[src/rtl/ser_arb_pkg.sv]
// ser_arb_pkg: shared types and constants for the serializer arbiter.
package ser_arb_pkg;
    typedef enum logic [1:0] {IDLE, ISSUE, WAIT_START, WAIT_DONE} state_t;
    localparam logic [3:0] MOD_INV1 = 4'd1;
    localparam logic [3:0] MOD_INV2 = 4'd2;
    localparam int START_TIMEOUT = 2;
    function automatic logic is_inv(input logic [3:0] m);
        return (m == MOD_INV1) || (m == MOD_INV2);
    endfunction
endpackage

[src/rtl/rr_arbiter.sv]
// rr_arbiter: picks the first request at or after ptr, wrapping, as one-hot and index.
module rr_arbiter #(
    parameter int N = 4,
    localparam int IW = $clog2(N)
) (
    input  logic [N-1:0]  req,
    input  logic [IW-1:0] ptr,
    output logic [N-1:0]  gnt,
    output logic [IW-1:0] idx
);
    int j;
    logic [IW-1:0] k;
    // Scan farthest offset first so the nearest request after ptr wins.
    always_comb begin
        gnt = '0;
        idx = '0;
        j = 0;
        k = '0;
        for (int i = N - 1; i >= 0; i--) begin
            j = (int'(ptr) + i) % N;
            k = IW'(j);
            if (req[k]) begin
                gnt = '0;
                gnt[k] = 1'b1;
                idx = k;
            end
        end
    end
endmodule

[src/rtl/ser_arbiter.sv]
// ser_arbiter: one-entry holding register per channel, round-robin issue to a shared serializer.
module ser_arbiter
    import ser_arb_pkg::*;
#(
    parameter int CH_NUM = 4,
    parameter int DATA_W = 16
) (
    input  logic                             clk_i,
    input  logic                             rst_i,
    input  logic [CH_NUM-1:0][DATA_W-1:0]    req_data_i,
    input  logic [CH_NUM-1:0][3:0]           req_mod_i,
    input  logic [CH_NUM-1:0]                req_val_i,
    output logic [CH_NUM-1:0]                req_ready_o,
    output logic [DATA_W-1:0]                ser_data_o,
    output logic [3:0]                       ser_mod_o,
    output logic                             ser_val_o,
    input  logic                             ser_busy_i,
    output logic [$clog2(CH_NUM)-1:0]        grant_id_o,
    output logic                             drop_o
);
    localparam int IW = $clog2(CH_NUM);

    state_t state_q, state_d;
    logic [CH_NUM-1:0] full_q, inv, vld, gnt_oh, own_q;
    logic [CH_NUM-1:0][DATA_W-1:0] data_q;
    logic [CH_NUM-1:0][3:0] mod_q;
    logic [IW-1:0] ptr_q, gnt_idx;
    logic [1:0] cnt_q;
    logic timeout, take;

    always_comb begin
        inv = '0;
        for (int i = 0; i < CH_NUM; i++) inv[i] = full_q[i] && is_inv(mod_q[i]);
    end

    assign vld         = full_q & ~inv;
    assign take        = (state_q == IDLE) && (|vld);
    assign timeout     = (state_q == WAIT_START) && !ser_busy_i && (cnt_q == 2'(START_TIMEOUT - 1));
    assign req_ready_o = ~full_q;
    assign ser_val_o   = (state_q == ISSUE);
    assign drop_o      = (|inv) || timeout;

    rr_arbiter #(.N(CH_NUM)) u_rr (
        .req(vld),
        .ptr(ptr_q),
        .gnt(gnt_oh),
        .idx(gnt_idx)
    );

    always_comb begin
        state_d = state_q;
        case (state_q)
            IDLE:       state_d = take ? ISSUE : IDLE;
            ISSUE:      state_d = WAIT_START;
            WAIT_START: state_d = ser_busy_i ? WAIT_DONE : (timeout ? IDLE : WAIT_START);
            WAIT_DONE:  state_d = ser_busy_i ? WAIT_DONE : IDLE;
            default:    state_d = IDLE;
        endcase
    end

    always_ff @(posedge clk_i or posedge rst_i) begin
        if (rst_i) state_q <= IDLE;
        else state_q <= state_d;
    end

    always_ff @(posedge clk_i or posedge rst_i) begin
        if (rst_i) begin
            full_q     <= '0;
            data_q     <= '0;
            mod_q      <= '0;
            own_q      <= '0;
            ptr_q      <= '0;
            cnt_q      <= '0;
            grant_id_o <= '0;
            ser_data_o <= '0;
            ser_mod_o  <= '0;
        end else begin
            cnt_q <= (state_q == WAIT_START) ? cnt_q + 2'd1 : 2'd0;
            if (take) begin
                own_q      <= gnt_oh;
                grant_id_o <= gnt_idx;
                ser_data_o <= data_q[gnt_idx];
                ser_mod_o  <= mod_q[gnt_idx];
            end
            if (state_q == ISSUE)
                ptr_q <= (grant_id_o == IW'(CH_NUM - 1)) ? '0 : grant_id_o + IW'(1);
            // Invalid-mod words are released the cycle after they land, never arbitrated.
            for (int i = 0; i < CH_NUM; i++) begin
                if (req_val_i[i] && !full_q[i]) begin
                    full_q[i] <= 1'b1;
                    data_q[i] <= req_data_i[i];
                    mod_q[i]  <= req_mod_i[i];
                end else if (((state_q == ISSUE) && own_q[i]) || inv[i]) begin
                    full_q[i] <= 1'b0;
                end
            end
        end
    end
endmodule

[config.mk]
export PLATFORM = sky130hd
export DESIGN_NAME = ser_arbiter
export DESIGN_NICKNAME = d
export VERILOG_FILES = /design/src/rtl/ser_arb_pkg.sv /design/src/rtl/rr_arbiter.sv /design/src/rtl/ser_arbiter.sv
export SDC_FILE = /design/constraint.sdc
export NUM_CORES = 1
export LEC_CHECK = 0
export ABC_AREA = 1
export BUFFER_PORTS_ARGS = -buffer_cell sky130_fd_sc_hd__buf_2
export CAP_MARGIN = 20
export CORE_UTILIZATION = 28
export CTS_CLUSTER_DIAMETER = 100
export DETAILED_ROUTE_END_ITERATION = 16
export GPL_TIMING_DRIVEN = 0
export PLACE_DENSITY = 0.46
export SKIP_CTS_REPAIR_TIMING = 1
export SYNTH_ARGS = -nofsm -noshare
export SYNTH_HDL_FRONTEND = slang
export SYNTH_HIERARCHICAL = 1
export SYNTH_SLANG_ARGS = --single-unit
[constraint.sdc]
create_clock -name clk_i -period 4 [get_ports clk_i]
set_input_delay 0.8 -clock clk_i [delete_from_list [all_inputs] [get_ports clk_i]]
set_output_delay 0.8 -clock clk_i [all_outputs]
set_load 0.02 [all_outputs]
**Word-level counts from Yosys, hierarchy flattened**

Cells that the tools add are included.

- Word-level logic and storage cells: 132
- Register bits: 116
- Bits of input ports: 87

- Equality and inequality tests: 13
- Reductions and logical operators: 40
- Mux-type cells: 43
- Add/subtract/negate cells: 5
- Bitwise gates (word level): 3
- Order comparisons: 9

Operators with widths:

| cell | number |
|---|---|
| binary-select mux 16 bit (select 2 bit) | 1 |
| 2-to-1 mux 4 bit | 5 |
| logical AND 1 bit | 19 |
| 2-to-1 mux 2 bit | 9 |
| 2-to-1 mux 1 bit | 17 |
| == test 4 x 1 -> 1 bit (second input constant) | 4 |
| == test 4 x 2 -> 1 bit (second input constant) | 4 |
| 2-to-1 mux 16 bit | 1 |
| less-than comparator 2 x 3 -> 1 bit (second input constant) | 5 |
| logical OR 1 bit | 9 |
| binary-select mux 1 bit (select 2 bit) | 4 |
| binary-select mux 4 bit (select 2 bit) | 1 |
| demux 1 bit (select 2 bit) | 4 |
| >= comparator 2 x 1 -> 1 bit (second input constant) | 4 |
| NOT 4 bit | 2 |
| one-hot mux 2 bit (4 select lines) | 1 |
| nonzero test 2 bit | 4 |
| OR reduction 4 bit | 2 |
| adder 2 x 1 -> 2 bit (second input constant) | 3 |
| == test 2 bit (second input constant) | 3 |
| zero test 1 bit | 5 |
| adder 2 bit (second input constant) | 2 |
| AND 4 bit | 1 |
| == test 2 x 1 -> 1 bit (second input constant) | 2 |
| zero test 2 bit | 1 |

**Depth between registers and ports, before layout**

- Word-level depth: 13
- Depth in mapped cells: 19

**Hierarchy**

Netlist, hierarchy kept.

By module, submodules not included:

| module | seq. area each (µm²) | area an instance (µm²) | cells an instance | times used |
|---|---|---|---|---|
| ser_arbiter | 2902.8 | 5156.2 | 493 | 1 |
| rr_arbiter | 0.0 | 457.9 | 83 | 1 |

**Least setup slack after synthesis**

Ideal clock, no wire load.

- Path type: reg-to-reg
- Start point: reg ptr_q[0]
- End point: reg ser_data_o[10]
- Cell stages (with the launch flop): 15
- Library setup time: 0.117 ns
- Path buffers: 1
- Slack: 1.549 ns
- Data required time: 3.883 ns
- Arrival: 2.334 ns
- Cell sequence: dfrtp_1 -> inv_2 -> ha_1 -> inv_1 -> nand3_2 -> nand2_4 -> inv_2 -> a21oi_1 -> o21ai_0 -> inv_1 -> clkbuf_1 -> o21ai_0 -> o22ai_1 -> nand3_1 -> nand2_1

- Cells in the longest elaborated chain, start to end: 9
- Elaborated cells on any way between the ends: 17

Ends and longest elaborated chain:

| item | RTL line | RTL |
|---|---|---|
| from (decl) | ser_arbiter.sv:27 | `logic [IW-1:0] ptr_q, gnt_idx;` |
| from (signal assigned) | ser_arbiter.sv:86 | `ptr_q <= (grant_id_o == IW'(CH_NUM - 1)) ? '0 : grant_id_o + IW'(1);` |
| adder 2 bit | rr_arbiter.sv:20 | `j = (int'(ptr) + i) % N;` |
| binary-select mux 1 bit (select 2 bit) | rr_arbiter.sv:22 | `if (req[k]) begin` |
| 2-to-1 mux 1 bit (implied by the code) | rr_arbiter.sv:22 |  |
| 2-to-1 mux 2 bit (3 in series) | rr_arbiter.sv:22 |  |
| 2-to-1 mux 2 bit (*) | rr_arbiter.sv:22 |  |
| via gnt_idx[0] | ser_arbiter.sv:27 |  |
| binary-select mux 16 bit (select 2 bit) (*) | ser_arbiter.sv:82 | `ser_data_o <= data_q[gnt_idx];` |
| 2-to-1 mux 16 bit (implied by the code) (*) | ser_arbiter.sv:82 |  |
| to (signal assigned) | ser_arbiter.sv:82 |  |
| to (decl) | ser_arbiter.sv:14 | `output logic [DATA_W-1:0] ser_data_o,` |

Mark *: on every way through the listed nets, which the timed path passes. The rest lies on a longest branch. The select of a mux whose other input is x is not followed.
A chain may end at the register's enable or synchronous reset.

**Final worst setup path**

- Start point: reg ptr_q[0]
- End point: reg ser_data_o[2]

The elaborated chain is that of the path after synthesis.

==> impl_metrics.env <==
export IMPL_hold_class="input pin to asynchronous set/reset pin"
export IMPL_grt_use_met3_pct=3.57
export IMPL_critPathMaxFanout=12
export IMPL_fin_util_pct=36.5
export IMPL_synth_top_area_share_pct=51.7
export IMPL_postRouteAntennaNets=0
export IMPL_grt_pass1_vias=4572
export IMPL_critPathLaunchType="flop"
export IMPL_dpl_worst_slack_ns=0.557
export IMPL_finalWirelength_um=16600
export IMPL_io_buffers=114
export IMPL_syn_nets=673
export IMPL_clkSlewWorstSetupHoldPaths_ns=0.06
export IMPL_antenna_found_initial=2
export IMPL_fin_cells=989
export IMPL_initial_utilization_pct=28.7
export IMPL_cts_tree="done"
export IMPL_synth_distinct_cells=26
export IMPL_yosys_warnings=6
export IMPL_clock_skew_ns=0.00917
export IMPL_cts_made_buffers=17
export IMPL_syn_area_um2=5610
export IMPL_use_met2_pct=26.8
export IMPL_hold_viol_final=0
export IMPL_placed_cells=956
export IMPL_ys_ff_latch=116
export IMPL_fmax_ghz=0.288
export IMPL_dieArea_um2=20600
export IMPL_core_area_um2=19600
export IMPL_min_period_ns=3.47
export IMPL_clk_latency_ns=0.42
export IMPL_timing_final_crit_share_pct=86.8
export IMPL_cp_arrival_ns=3.82
export IMPL_syn_avg_cell_area_um2=9.75
export IMPL_synth_edf_count=0
export IMPL_drt_vias_per_instance=4.60
export IMPL_ys_flop_type="dfrtp_1"
export IMPL_num_rows=51
export IMPL_cap_viol_max_count=0
export IMPL_post_drt_wl_per_cell_um=16.8
export IMPL_dieWidth_um=144
export IMPL_worstSetupEndpointType="flop"
export IMPL_finalMaxSlewViolations=0
export IMPL_vias=4549
export IMPL_gp_congestion=0.786
export IMPL_synth_most_common_cell="dfrtp_1"
export IMPL_grt_usage_pct=17.1
export IMPL_yosys_top_cells_count="116 x dfrtp_1, 88 x nand2_1, 72 x mux2_2, 71 x nor2_1, 46 x o21ai_0"
export IMPL_drtIter0Drc=182
export IMPL_worst_pin_slew_ns=0.839
export IMPL_drive_gt1_share_pct=36.9
export IMPL_syn2layout_area_growth_pct=27.4
export IMPL_crit_type="flop to flop"
export IMPL_syn_instance_count=576
export IMPL_dr_pass1_iters=5
export IMPL_cts_root_buffer="clkbuf_16"
export IMPL_htreeDepth=4
export IMPL_busiest_layer="met2"
export IMPL_setup_viol=0
export IMPL_drc=0
export IMPL_async_reset_ff_share_pct=100
export IMPL_yosysSeqAreaShare_pct=51.7
export IMPL_fp_dieH_um=144
export IMPL_required_ns=4.35
export IMPL_dpl_hpwl_um=12300
export IMPL_rsz0062_at_grt="no"
export IMPL_cts_sinks=116
export IMPL_grt_start_max_net_pins=101
export IMPL_overflow=0
export IMPL_synth_area_leader_cell="dfrtp_1"
export IMPL_grtUsageMet1_pct=23.1
export IMPL_fin_nets=807
export IMPL_io_pins=115
export IMPL_fin_ws_ns=0.529
export IMPL_clockBufferDepth=2
export IMPL_status="finished, final reports clean"
export IMPL_grt_pass1_wl_um=25700
export IMPL_synth_area_leaders="dfrtp_1 52%, mux2_2 14%, nand2_1 5.9%, nor2_1 4.7%, o21ai_0 4.1%"
export IMPL_max_slew_margin_pct=43.5
-- per-stage QoR --
step | hold WS [ns] | area (um2) | TNS [ns]
finish | 0.311 | 7150 | 0
global route | 0.308 | 7150 | 0
CTS | 0.305 | 7150 | 0
detailed placement | 0.428 | 6550 | 0
global placement | 0.423 | 6520 | -149.13
floorplan | 0.410 | 5610 | 0
-- metal layers --
metal | vias up | share of wire, %
li1 | 2197 | -
met1 | 2185 | 47
met2 | 138 | 46
met3 | 27 | 4.7
met4 | 2 | 2.2
met5 | - | 0.048
-- cell type report --
cell class                 instances  area (um2)
antenna                            1        2.50
buffer                            26         130
clock buffer                      19         453
clock inverter                    13         149
fill                            2033       12400
inverter                          43         166
multi-input combinational        391        2420
sequential                       116        2900
tap                              265         332
timing repair buffer             115         598
-- cells by family (layout without fill, tap and decap cells) --
kind of cell,after synthesis,count (layout),share of synthesized area [%]
simple gates,224,224,18.1
flops,116,116,51.7
compound gates,85,85,8.36
mux,72,72,14.4
buf+inv,69,216,5.19
fa+ha+maj,10,10,2.23
other cells,0,1,0
-- state kept, by name (all words and copies together), names as in the netlist --
name,count
state_q,2
ptr_q,2
ser_data_o,16
grant_id_o,2
own_q,4
full_q,4
data_q,64
ser_mod_o,4
mod_q,16
cnt_q,2
-- worst max-delay path, cell delays in order, from the launching register on --
cell      delay (ns)
dfrtp_1         0.60
inv_2           0.19
ha_1            0.38
inv_1           0.08
nand3_2         0.10
nand2_4         0.09
inv_2           0.12
a21oi_1         0.07
o21ai_0         0.66
clkbuf_1        0.47
o21ai_0         0.18
o22ai_1         0.24
nand3_1         0.13
nand2_1         0.08
-- worst paths after layout --
path                                              to  slack (ns)  cells after the start                 start
max in group asynchronous      mod_q[15]$_DFFE_PP0P_        2.94                      3                 rst_i
min                           data_q[16]$_DFFE_PP0P_        0.31                      2                 rst_i
max                        ser_data_o[2]$_DFFE_PP0P_        0.53                     13  ptr_q[0]$_DFFE_PP0N_
max reg2reg                ser_data_o[2]$_DFFE_PP0P_        0.53                     13  ptr_q[0]$_DFFE_PP0N_
min in group clk_i                cnt_q[0]$_DFF_PP0_        0.43                      1    cnt_q[0]$_DFF_PP0_
min reg2reg                       cnt_q[0]$_DFF_PP0_        0.43                      1    cnt_q[0]$_DFF_PP0_
-- cell usage in the layout, fill, tap and decap left out, types with 6 or more instances in the layout --
master	Yosys	final
o22ai_1	22	22
ha_1	10	10
dfrtp_1	116	116
nand2_1	88	88
buf_2	11	125
nand3_1	38	38
o21ai_0	46	46
nor2_1	71	71
inv_2	7	7
nand2_2	10	10
mux2_2	72	72
clkbuf_16	0	17
inv_1	36	35
clkbuf_1	11	11
a21oi_1	13	13
nand3_2	6	6
Power is left out: the tool's default activity adds up to more than one toggle a clock period on the data nets, which glitch-free logic cannot reach.
